File: src/rtl/store_drain_queue.sv
// Committed-store drain queue: DEPTH-entry FIFO from commit to data memory.
// Flags loads whose word overlaps a pending or arriving store.
package sdq_pkg;
    typedef logic [2:0] ldst_mode_t;
endpackage

module store_drain_queue
    import sdq_pkg::*;
#(
    parameter int DEPTH = 4
) (
    input  logic              clk,
    input  logic              reset,
    input  logic              in_we,
    input  logic [31:0]       in_wa,
    input  logic [31:0]       in_wd,
    input  ldst_mode_t        in_wm,
    output logic              full,
    output logic              overflow,
    output logic [$clog2(DEPTH):0] count,
    output logic              mem_we,
    output logic [31:0]       mem_wa,
    output logic [31:0]       mem_wd,
    output ldst_mode_t        mem_wm,
    input  logic              mem_ready,
    input  logic [31:0]       ld_addr [2],
    output logic [1:0]        ld_hazard
);
    localparam int AW = $clog2(DEPTH);
    localparam int CW = AW + 1;

    logic [31:0]   r_addr [DEPTH];
    logic [31:0]   r_data [DEPTH];
    ldst_mode_t    r_mode [DEPTH];
    logic [AW-1:0] r_head;
    logic [AW-1:0] r_tail;
    logic [CW-1:0] r_count;
    logic          r_full;
    logic          r_ovf;

    logic          w_deq;
    logic          w_enq;
    logic [CW-1:0] w_cnt_nx;
    logic [1:0]    w_hz;
    logic          w_unused;

    assign w_deq = (r_count != '0) && mem_ready;
    assign w_enq = in_we && ((r_count != CW'(DEPTH)) || w_deq);

    // Next occupancy: simultaneous enq/deq leaves the count unchanged.
    always_comb begin
        w_cnt_nx = r_count;
        if (w_enq && !w_deq) begin
            w_cnt_nx = r_count + CW'(1);
        end else if (w_deq && !w_enq) begin
            w_cnt_nx = r_count - CW'(1);
        end
    end

    // Control state: pointers, occupancy, full and sticky overflow.
    always_ff @(posedge clk or negedge reset) begin
        if (!reset) begin
            r_head  <= '0;
            r_tail  <= '0;
            r_count <= '0;
            r_full  <= 1'b0;
            r_ovf   <= 1'b0;
        end else begin
            if (w_deq) begin
                r_head <= r_head + AW'(1);
            end
            if (w_enq) begin
                r_tail <= r_tail + AW'(1);
            end
            r_count <= w_cnt_nx;
            r_full  <= (w_cnt_nx == CW'(DEPTH));
            if (in_we && !w_enq) begin
                r_ovf <= 1'b1;
            end
        end
    end

    // Entry payload; contents are only meaningful while occupied.
    always_ff @(posedge clk) begin
        if (w_enq) begin
            r_addr[r_tail] <= in_wa;
            r_data[r_tail] <= in_wd;
            r_mode[r_tail] <= in_wm;
        end
    end

    // Word-granular overlap against occupied entries and the arriving store.
    always_comb begin
        w_hz = '0;
        for (int i = 0; i < DEPTH; i++) begin
            for (int p = 0; p < 2; p++) begin
                if (({1'b0, AW'(AW'(i) - r_head)} < r_count) &&
                    (r_addr[i][31:2] == ld_addr[p][31:2])) begin
                    w_hz[p] = 1'b1;
                end
            end
        end
        for (int p = 0; p < 2; p++) begin
            if (in_we && (in_wa[31:2] == ld_addr[p][31:2])) begin
                w_hz[p] = 1'b1;
            end
        end
    end

    assign w_unused  = ^{ld_addr[0][1:0], ld_addr[1][1:0]};

    assign full      = r_full;
    assign overflow  = r_ovf;
    assign count     = r_count;
    assign mem_we    = (r_count != '0);
    assign mem_wa    = r_addr[r_head];
    assign mem_wd    = r_data[r_head];
    assign mem_wm    = r_mode[r_head];
    assign ld_hazard = w_hz;
endmodule

File: config.mk
export PLATFORM = sky130hd
export DESIGN_NAME = store_drain_queue
export DESIGN_NICKNAME = d
export VERILOG_FILES = /design/src/rtl/store_drain_queue.sv
export SDC_FILE = /design/constraint.sdc
export NUM_CORES = 1
export LEC_CHECK = 0
export CORE_ASPECT_RATIO = 0.7
export CORE_UTILIZATION = 40
export DETAILED_ROUTE_END_ITERATION = 7
export GPL_TIMING_DRIVEN = 0
export PLACE_DENSITY = 0.67
export SLEW_MARGIN = 10
export SYNTH_ARGS = -nofsm -noshare
export SYNTH_HDL_FRONTEND = slang
export SYNTH_SLANG_ARGS = --single-unit
File: constraint.sdc
create_clock -name clk -period 4.9 [get_ports clk]
set_clock_uncertainty 0.15 [all_clocks]
set_input_delay 1.47 -clock clk [delete_from_list [all_inputs] [get_ports clk]]
set_output_delay 1.47 -clock clk [all_outputs]
set_load 0.02 [all_outputs]
# Word-level counts from Yosys, hierarchy flattened
# Memories as Yosys holds them, arrays and structs flattened.
# Cells that the tools add are included.
# totals
mem_count,3
mem_bits_rw,268
input_bits,135
out_inout_bits,75
rom_bits,0
latch_bits,0
regBits,9
# classes
n_div,0
add_sub_neg,8
muxes,14
n_lt_le_gt_ge,4
shift,0
n_reduce_logical,19
bitwise_logic,0
n_eq_ne,12
mul,0
# mem_list
name,words,width,read_ports,rd_ports_with_merged_regs,wr,line_no,rtl
r_addr,4,32,5,0,1,32,logic [31:0] r_addr [DEPTH];
r_data,4,32,1,0,1,33,logic [31:0] r_data [DEPTH];
r_mode,4,3,1,0,1,34,ldst_mode_t r_mode [DEPTH];
# op_table
operator,n
$eq A30 B30 Y1,10
$logic_and A1 B1 Y1,15
$lt A2 B3 Y1,4
$mux W1,12
$mux W3,2
$add A2 B1 Y2 const B,2
$sub A1 B2 Y2 const A,2
$sub A2 B2 Y2 const A,2
$add A3 B1 Y3 const B,1
$eq A3 B3 Y1 const B,1
$ne A3 B3 Y1 const B,1
$reduce_bool A3 Y1,1
$sub A3 B1 Y3 const B,1
$logic_not A1 Y1,2
$logic_or A1 B1 Y1,1

# Logic depth before layout (Yosys ltp)
# Gate-level depths: netlist (run 1).
# logic_depth
ltp_word,9
mapped_depth,10
ltp_nobuf,8

# Worst setup path after synthesis (run 1)
# OpenSTA, ideal clock, no wires.
# synth_timing
path_kind,input -> output
from,in ld_addr[54] (netlist bit)
to,out ld_hazard[0]
required_time_ns,3.280
path_buffers,1
setup_slack_ns,0.394
path_stages,7
arrival_ns,2.886
cell_sequence,clkbuf_1 xnor2_1 nand4_1 or4_1 nor4_1 a21oi_1 o2111ai_1
# synth_via
elab_chain_cells,7
# synth_rtl
item,line_no,rtl
"start, declared",26,"input logic [31:0] ld_addr [2],"
$eq A30 B30 Y1,98,(r_addr[i][31:2] == ld_addr[p][31:2])) begin
$logic_and A1 B1 Y1,97,"if (({1'b0, AW'(AW'(i) - r_head)} < r_count) &&"
$mux W1 (4 in series),97,
$mux W1 (*),104,if (in_we && (in_wa[31:2] == ld_addr[p][31:2])) begin
"end, declared",27,output logic [1:0] ld_hazard
# Mark *: on every way between the ends. The rest lies on a longest branch, timed or not.

# Worst setup path after layout (run 1)
# layout_timing
from,in ld_addr[56] (netlist bit)
to,out ld_hazard[0]
# Same word-level chain as after synthesis.

==> results of run 1 <==
## final timing paths
check | end
max | ld_hazard[0]
min | overflow
max in group asynchronous | r_head[0]
min reg2reg | overflow
min in group asynchronous | overflow
max reg2reg | r_data[1][23]
## report_power, final
part / total (mW) / leakage, nW / switching [mW] / internal, mW
logic: 3.85 / 2.69 / 2.12 / 1.73
clock network: 2.05 / 0.411 / 0.919 / 1.13
registers: 3.40 / 2.56 / 0.280 / 3.12
total: 9.31 / 5.67 / 3.32 / 5.99
## routing by layer
metal  share of wire (%)  vias up  global-route usage [%]
li1                    -     3697                       -
met1                  44     4328                    35.7
met5                0.51        -                    2.95
met4                 1.7       14                    4.28
met2                  42      414                    34.9
met3                  12       64                    9.99
## synth_stat cells (2+ instances only)
master                     count  area (µm²)
sky130_fd_sc_hd__dfrtp_1       9         225
sky130_fd_sc_hd__and2_1        2        12.5
sky130_fd_sc_hd__xor2_1      130        1140
sky130_fd_sc_hd__mux4_2       67        1510
sky130_fd_sc_hd__nand4_1      50         313
sky130_fd_sc_hd__xnor2_2       6        97.6
sky130_fd_sc_hd__and3_1        4        25.0
sky130_fd_sc_hd__ha_1         11         138
sky130_fd_sc_hd__nor4_1       36         225
sky130_fd_sc_hd__or4_1         2        15.0
sky130_fd_sc_hd__nand3_1      10        50.1
sky130_fd_sc_hd__clkbuf_1     30         113
sky130_fd_sc_hd__edfxtp_1    268        8050
sky130_fd_sc_hd__buf_2        39         195
sky130_fd_sc_hd__nand3b_1      2        15.0
sky130_fd_sc_hd__inv_1         7        26.3
sky130_fd_sc_hd__xnor2_1     169        1480
sky130_fd_sc_hd__nor3_1       13        65.1
sky130_fd_sc_hd__nand2_1       3        11.3
sky130_fd_sc_hd__nand2b_1      2        12.5
sky130_fd_sc_hd__buf_6         7        78.8
sky130_fd_sc_hd__a21oi_1       5        25.0
sky130_fd_sc_hd__nor2_1       10        37.5
## through the flow
stage | worst slack (ps) | hold slack (ps) | util [%] | instances | cell area (µm²)
floorplan | 394 | 430 | - | 891 | 13900
global placement | -1360 | 310 | 47.1 | 1500 | 16000
detailed placement | -1130 | 327 | 47.5 | 1504 | 16100
CTS | 0.266 | 345 | 50.7 | 1553 | 17100
global route | -10.7 | 359 | 50.8 | 1553 | 17200
finish | -34.2 | 336 | 50.8 | 1555 | 17200
## state kept, by name, indices dropped and copies added (netlist names)
signal    flops
count         3
r_head        2
r_data      128
r_addr      128
full          1
r_tail        2
overflow      1
r_mode       12
## kinds of logic after synthesis
logic type	share of synthesized area (%)
compound gates	0.512
xor+xnor	19.5
fa+ha+maj	0.989
buf+inv	3.05
flops	59.4
mux	10.8
simple gates	5.67
## cells in the final DEF, fill, tap and decap left out, types with 10 or more instances in the layout
master                              n
sky130_fd_sc_hd__mux4_2            67
sky130_fd_sc_hd__xor2_1           128
sky130_fd_sc_hd__dlygate4sd2_1     12
sky130_fd_sc_hd__nor4_1            25
sky130_fd_sc_hd__xnor2_1          148
sky130_fd_sc_hd__clkbuf_2          12
sky130_fd_sc_hd__nor4_2            10
sky130_fd_sc_hd__ha_1              11
sky130_fd_sc_hd__nor2_1            10
sky130_fd_sc_hd__nand4_1           50
sky130_fd_sc_hd__clkbuf_16         29
sky130_fd_sc_hd__nor3_1            11
sky130_fd_sc_hd__edfxtp_1         268
sky130_fd_sc_hd__xnor2_2           22
sky130_fd_sc_hd__buf_2             51
sky130_fd_sc_hd__clkbuf_1          31
sky130_fd_sc_hd__nand3_1           10
sky130_fd_sc_hd__clkdlybuf4s50_1  112
## critical path, delay by kind of cell
| kind | cells | cell delay [ps] |
|---|---|---|
| AND/OR/NAND/NOR | 2 | 670 |
| XOR/XNOR | 1 | 600 |
| buffers and inverters | 2 | 350 |
| AO/OA/AOI/OAI | 2 | 210 |
## area by class of cell
cell class              count  area share, %
multi-input cells         529           32.4
clock buffers              43           4.64
diodes                      2         0.0291
plain buffers              77           2.47
repair buffers            149           8.41
clock inverters             7          0.349
well taps                 464           3.38
flip-flops and latches    277           48.1
inverters                   7          0.153
## timing repair
action / 4_1_cts / 5_1_grt
endpoints found under the setup margin: 23 / 2
gates resized for setup: 119 / 54
pin swaps: 22 / 19
hold endpoints to repair: 0 / 0
==> summary.md, run 1 <==
| Metric | Value |
|---|---|
| Result of the run | `finished, violations left` |
| Violations in the final reports | `setup timing` |
| Type of the worst setup path | `primary input to output port` |
| Total Routing Usage GR | `about a quarter` |
| Number of global-route vias before repair | `approximately 8,500` |
| Launch instance of the worst min-delay path | `overflow` |
| Core ar. | `33,800 µm²` |
| Die Outline Area | `between 30,000 and 40,000 µm²` |
| Setup ws final | `-34.2 ps` |
| Number of antenna violations at the first check in global routing | `8` |
| Maximum level of the CTS H-tree | `1` |
| Cell area after synthesis | `roughly 14,000 µm²` |
| Post-route clock period utilization | `101%` |
| Effective utilization at floorplan | `between 40 and 50%` |
| Type of element capturing the critical path | `output port` |
| Net count reported at finish | `approximately 1,200` |
| Worst min path class | `register to register` |
| Total wire length | `about 43 mm` |
| DP HPWL | `between 30 and 40 mm` |
| Setup Buffers After CTS | `0` |
| Maximum fanout encountered on the critical timing path | `5` |
| Post-CTS Hold Fix Bufs | `0` |
| Transition time at the pin with the least slew margin | `954 ps` |
| Synthesized area divided by synthesized cell count | `between 15 and 20 µm²` |
| Leakage Power | `approximately 5.7 nW` |
| Clock period minus worst slack | `roughly 5000 ps` |
| Number of library cell types mapped by synthesis | `32` |
| Min-Delay Path Depth | `1` |
| Critical Path Slowest Stage Cell | `sky130_fd_sc_hd__xnor2_1` |
| Required time of the worst setup path | `about 3300 ps` |
| Clock tree from TritonCTS | `built` |
| Register-to-register path setup slack | `2270 ps` |
| Drt via density | `roughly 5.5` |
| Setup-violating endpoint count in the final report | `1` |
| DR WL/cell | `around 28 µm` |
| Max-slew violations | `0` |
| Area taken by flip-flops and latches | `about 8300 µm²` |
| Number of clock buffers inserted by TritonCTS | `29` |
| Net count after synthesis | `1,037` |
| Chip Height | `158 µm` |
| Share of layout cells above drive strength 1 | `between 20% and 30%` |
| Crit path arrival time | `3310 ps` |
| Max rail drop VDD | `about 450 µV` |
| Num Clock Sinks | `~280` |
| F_max | `0.203 GHz` |
| Setup_tns | `-34.2 ps` |
| Number of filler instances in the final layout | `2,902` |
| Weighted congestion at the end of routability-driven global placement | `1.01` |
| DR vias | `about 8,500` |
| Worst-path cell chain | `clkbuf_1 -> xnor2_1 -> nand4_1 -> nor3_1 -> a21oi_2 -> o2111ai_2 -> buf_6` |
| Length of the first detailed-routing pass in iterations | `5` |
| Ys async rst share | `approximately 3.2%` |
| Port Buffers | `145` |
| Wire length of the first global-routing pass | `between 60 and 70 mm` |
| Synth warn | `0` |
| Reg-to-reg critical path startpoint | `count[0]` |
| Clock root buffer master | `sky130_fd_sc_hd__clkbuf_16` |
| Number of rows in the core area | `56` |
| Multi-input gate area | `around 5600 µm²` |
| Reg clk slew, reported paths | `approximately 60 ps` |
| Layout overhead on the synthesized area | `23.5%` |
| Largest stage delay on the critical path | `approximately 600 ps` |
| Number of hold violations in the final report | `0` |
| Overall power consumption | `slightly above 9 mW` |
| Sequential area share after synthesis | `about three fifths` |
| Number of enable-type register cells in the synthesized netlist | `approximately 270` |
| Largest net degree at the start of global routing | `41` |
| Areal power density over the cells | `541 nW/µm²` |
| Total congestion overflow after global routing | `0` |
| Max-cap violations | `0` |
| Startpoint types | `primary input` |
| #FFs+latches synth | `around 280` |
| Number of routed nets with antenna violations | `0` |
| Slew Limit Headroom | `between 30% and 40%` |
| Most frequently used flop master after synthesis | `sky130_fd_sc_hd__edfxtp_1` |
| Latest clock arrival within the worst-skew pair | `580 ps` |
| Drt drc | `0` |
| Instance count of the mapped netlist | `around 900` |
| Drt initial violations | `between 700 and 800` |
| Top-Level Pins | `210` |
| Maximum number of buffers from clock root to sink | `3` |
| CP Launch Point | `ld_addr[56]` |
| Chip Width | `~220 µm` |
| Length in cells of the worst reg-to-reg path | `5` |
Power figures use the tool's default switching activity.
==> run 2: changes to the inputs <==
Settings changed: CORE_MARGIN set to 2.
==> run 2 against run 1 <==
Power increased by 0.86%; the run now ends clean; clock-buffer cell count decreased by 8; clock power increased by 4%; maximum frequency increased by 1.2%; register-to-register slack improved by 70 ps; global-route usage decreased by 0.77 points; first-iteration DRC count increased by 6.5%.
==> summary.md, run 2 (synthesis gave the netlist of run 1 again) <==
| Metric | Value |
|---|---|
| Number of filler instances in the final layout | `2,927 (+0.86%)` |
| DP HPWL | `32.6 mm (-1.1%)` |
| Setup-violating endpoint count in the final report | `0 (-1)` |
| Clock period minus worst slack | `4880 ps (-56.4 ps)` |
| Max-slew violations | `0 (unchanged)` |
| Clock tree from TritonCTS | `built` |
| Required time of the worst setup path | `3280 ps (about the same)` |
| Chip Width | `227 µm (+0.89%)` |
| Maximum level of the CTS H-tree | `1 (unchanged)` |
| Post-CTS Hold Fix Bufs | `0 (unchanged)` |
| Largest stage delay on the critical path | `450 ps (-150 ps)` |
| Most used cells in the layout excluding fill and tap cells | `268 x sky130_fd_sc_hd__edfxtp_1, 149 x sky130_fd_sc_hd__xnor2_1, 127 x sky130_fd_sc_hd__xor2_1, 112 x sky130_fd_sc_hd__clkdlybuf4s50_1, 67 x sky130_fd_sc_hd__mux4_2` |
| Length of the first detailed-routing pass in iterations | `5 (unchanged)` |
| Setup ws final | `22.2 ps (+56.4 ps)` |
| Reg-to-reg critical path startpoint | `count[0]` |
| Clock root buffer master | `sky130_fd_sc_hd__clkbuf_16` |
| Maximum number of buffers from clock root to sink | `3 (unchanged)` |
| Most common cell after layout, fill and taps aside | `sky130_fd_sc_hd__edfxtp_1` |
| Share of layout cells above drive strength 1 | `21.4% (-0.31 points)` |
| Post-route clock period utilization | `99.5% (-1.2 points)` |
| Drt via density | `5.40 (-1.4%)` |
| Setup slack at placement | `-1040 ps (+90.7 ps)` |
| Net count reported at finish | `1,215 (-0.082%)` |
| Drt drc | `0 (unchanged)` |
| Effective utilization at floorplan | `40.3% (-0.81 points)` |
| Min-Delay Path Depth | `1 (unchanged)` |
| F_max | `0.205 GHz (+1.2%)` |
| Worst-path cell chain | `clkdlybuf4s15_2 -> xnor2_2 -> nand4_1 -> nor4_4 -> nand4_1 -> o41ai_2 -> or4_4 -> buf_6` |
| Drt initial violations | `835 (+6.5%)` |
| Weighted congestion at the end of routability-driven global placement | `0.965 (-4.2%)` |
| Number of antenna violations at the first check in global routing | `6 (-2)` |
| Largest net degree at the start of global routing | `47 (+15%)` |
| Reg clk slew, reported paths | `60 ps (about the same)` |
| Total Routing Usage GR | `24.0% (-0.77 points)` |
| Maximum fanout encountered on the critical timing path | `6 (+1)` |
| Port Buffers | `145 (unchanged)` |
| Transition time at the pin with the least slew margin | `935 ps (-19.3 ps)` |
| Number of routed nets with antenna violations | `0 (unchanged)` |
| Total congestion overflow after global routing | `0 (unchanged)` |
| Biggest regs | `r_addr: 128 flops, r_data: 128 flops, r_mode: 12 flops` |
| Chip Height | `160 µm (+1.3%)` |
| Max-cap violations | `0 (unchanged)` |
| Number of rows in the core area | `57 (+1.8%)` |
| Worst min path class | `register to register` |
| Critical path buffer and inverter count | `2 (unchanged)` |
| Top-Level Pins | `210 (unchanged)` |
| Max rail drop VDD | `338 µV (-25%)` |
| Slew Limit Headroom | `37.7% (+1.3 points)` |
| Critical Path Slowest Stage Cell | `sky130_fd_sc_hd__nor4_4` |
| Die Outline Area | `36,300 µm² (+2.2%)` |
| Register-to-register path setup slack | `2340 ps (+70 ps)` |
| CP top delay family | `simple AND/OR/NAND/NOR gates` |
| Type of the worst setup path | `primary input to output port` |
| Worst Hold Endpoint | `overflow` |
| Post-Place Cells | `1,512 (+0.53%)` |
| Layout overhead on the synthesized area | `24.2%` |
| Most repeated library cell on the critical path | `sky130_fd_sc_hd__nand4_1` |
| Overall power consumption | `9.39 mW (+0.86%)` |
| Number of global-route vias before repair | `8,704 (+2.0%)` |
| Worst r2r dst | `r_addr[2][7]` |
| Total wire length | `43.4 mm (about the same)` |
| Startpoint types | `primary input` |
| Areal power density over the cells | `543 nW/µm² (+0.24%)` |
| Leakage Power | `5.71 nW (+0.75%)` |
| DR WL/cell | `27.7 µm (-0.64%)` |
| Wire length of the first global-routing pass | `61.2 mm (+0.65%)` |
| Core ar. | `34,500 µm² (+2.0%)` |
| Launch instance of the worst min-delay path | `overflow` |
| Latest clock arrival within the worst-skew pair | `570 ps (about the same)` |
| Number of clock buffers inserted by TritonCTS | `29 (unchanged)` |
| Post-route non-filler standard cell count | `1,566 (+0.71%)` |
| Num Clock Sinks | `277 (unchanged)` |
| Number of hold violations in the final report | `0 (unchanged)` |
| DR vias | `8,454 (-0.74%)` |
| Length in cells of the worst reg-to-reg path | `5 (unchanged)` |
| Result of the run | `complete, no violations` |
| Type of element capturing the critical path | `output port` |
| Crit path arrival time | `3260 ps (-50 ps)` |
run 2: metrics by stage:
stage,util (%),TNS [ps],area (µm²),hold slack (ps)
final,50.1,0,17300,333
after global routing,50.1,-3.79,17300,372
after CTS,49.8,-20.5,17200,336
after detailed placement,46.6,-2030,16100,319
after global placement,46.2,-385530,16000,318
after floorplan,-,0,13900,430
run 2: timing repair:
action	CTS	global route
resized for setup	99	45
buffers inserted	0	0
cloned	0	0
setup endpoints to repair	3	2
pin swaps	16	18
run 2: worst max-delay path by stage:
| stage | startpoint | to | slack [ps] | depth (start not counted) |
|---|---|---|---|---|
| global placement | in_we | r_data[3][20] | -1460 | 3 |
| floorplan | ld_addr[54] | ld_hazard[0] | 390 | 7 |
| global route | ld_addr[24] | ld_hazard[1] | -4 | 8 |
| detailed placement | in_wa[8] | ld_hazard[1] | -1040 | 8 |
| finish | in_wa[30] | ld_hazard[1] | 20 | 8 |
| CTS | in_wa[8] | ld_hazard[0] | -20 | 8 |
run 2: area by class of cell:
cell class / count / area (µm²) / area share, %
Multi-Input combinational cell: 529 / 5560 / 32.2
Tap cell: 472 / 591 / 3.41
Antenna cell: 3 / 7.51 / 0.0434
Timing Repair Buffer: 149 / 1510 / 8.71
Clock buffer: 35 / 748 / 4.33
Sequential cell: 277 / 8270 / 47.8
Buffer: 76 / 432 / 2.50
Clock inverter: 18 / 149 / 0.861
Inverter: 7 / 26.3 / 0.152
run 2: metal layers:
layer	global-route usage, %	routed length, µm	part of all wire (%)
met5	0	38	0.088
met4	4.58	909	2.1
met3	8.10	4380	10
met2	34.8	18500	43
met1	35.2	19600	45
run 2: power by group:
group | internal, mW | switching [mW] | total, mW
combinational | 1.73 | 2.13 | 3.86
sequential | 3.12 | 0.277 | 3.40
clock | 1.19 | 0.934 | 2.13
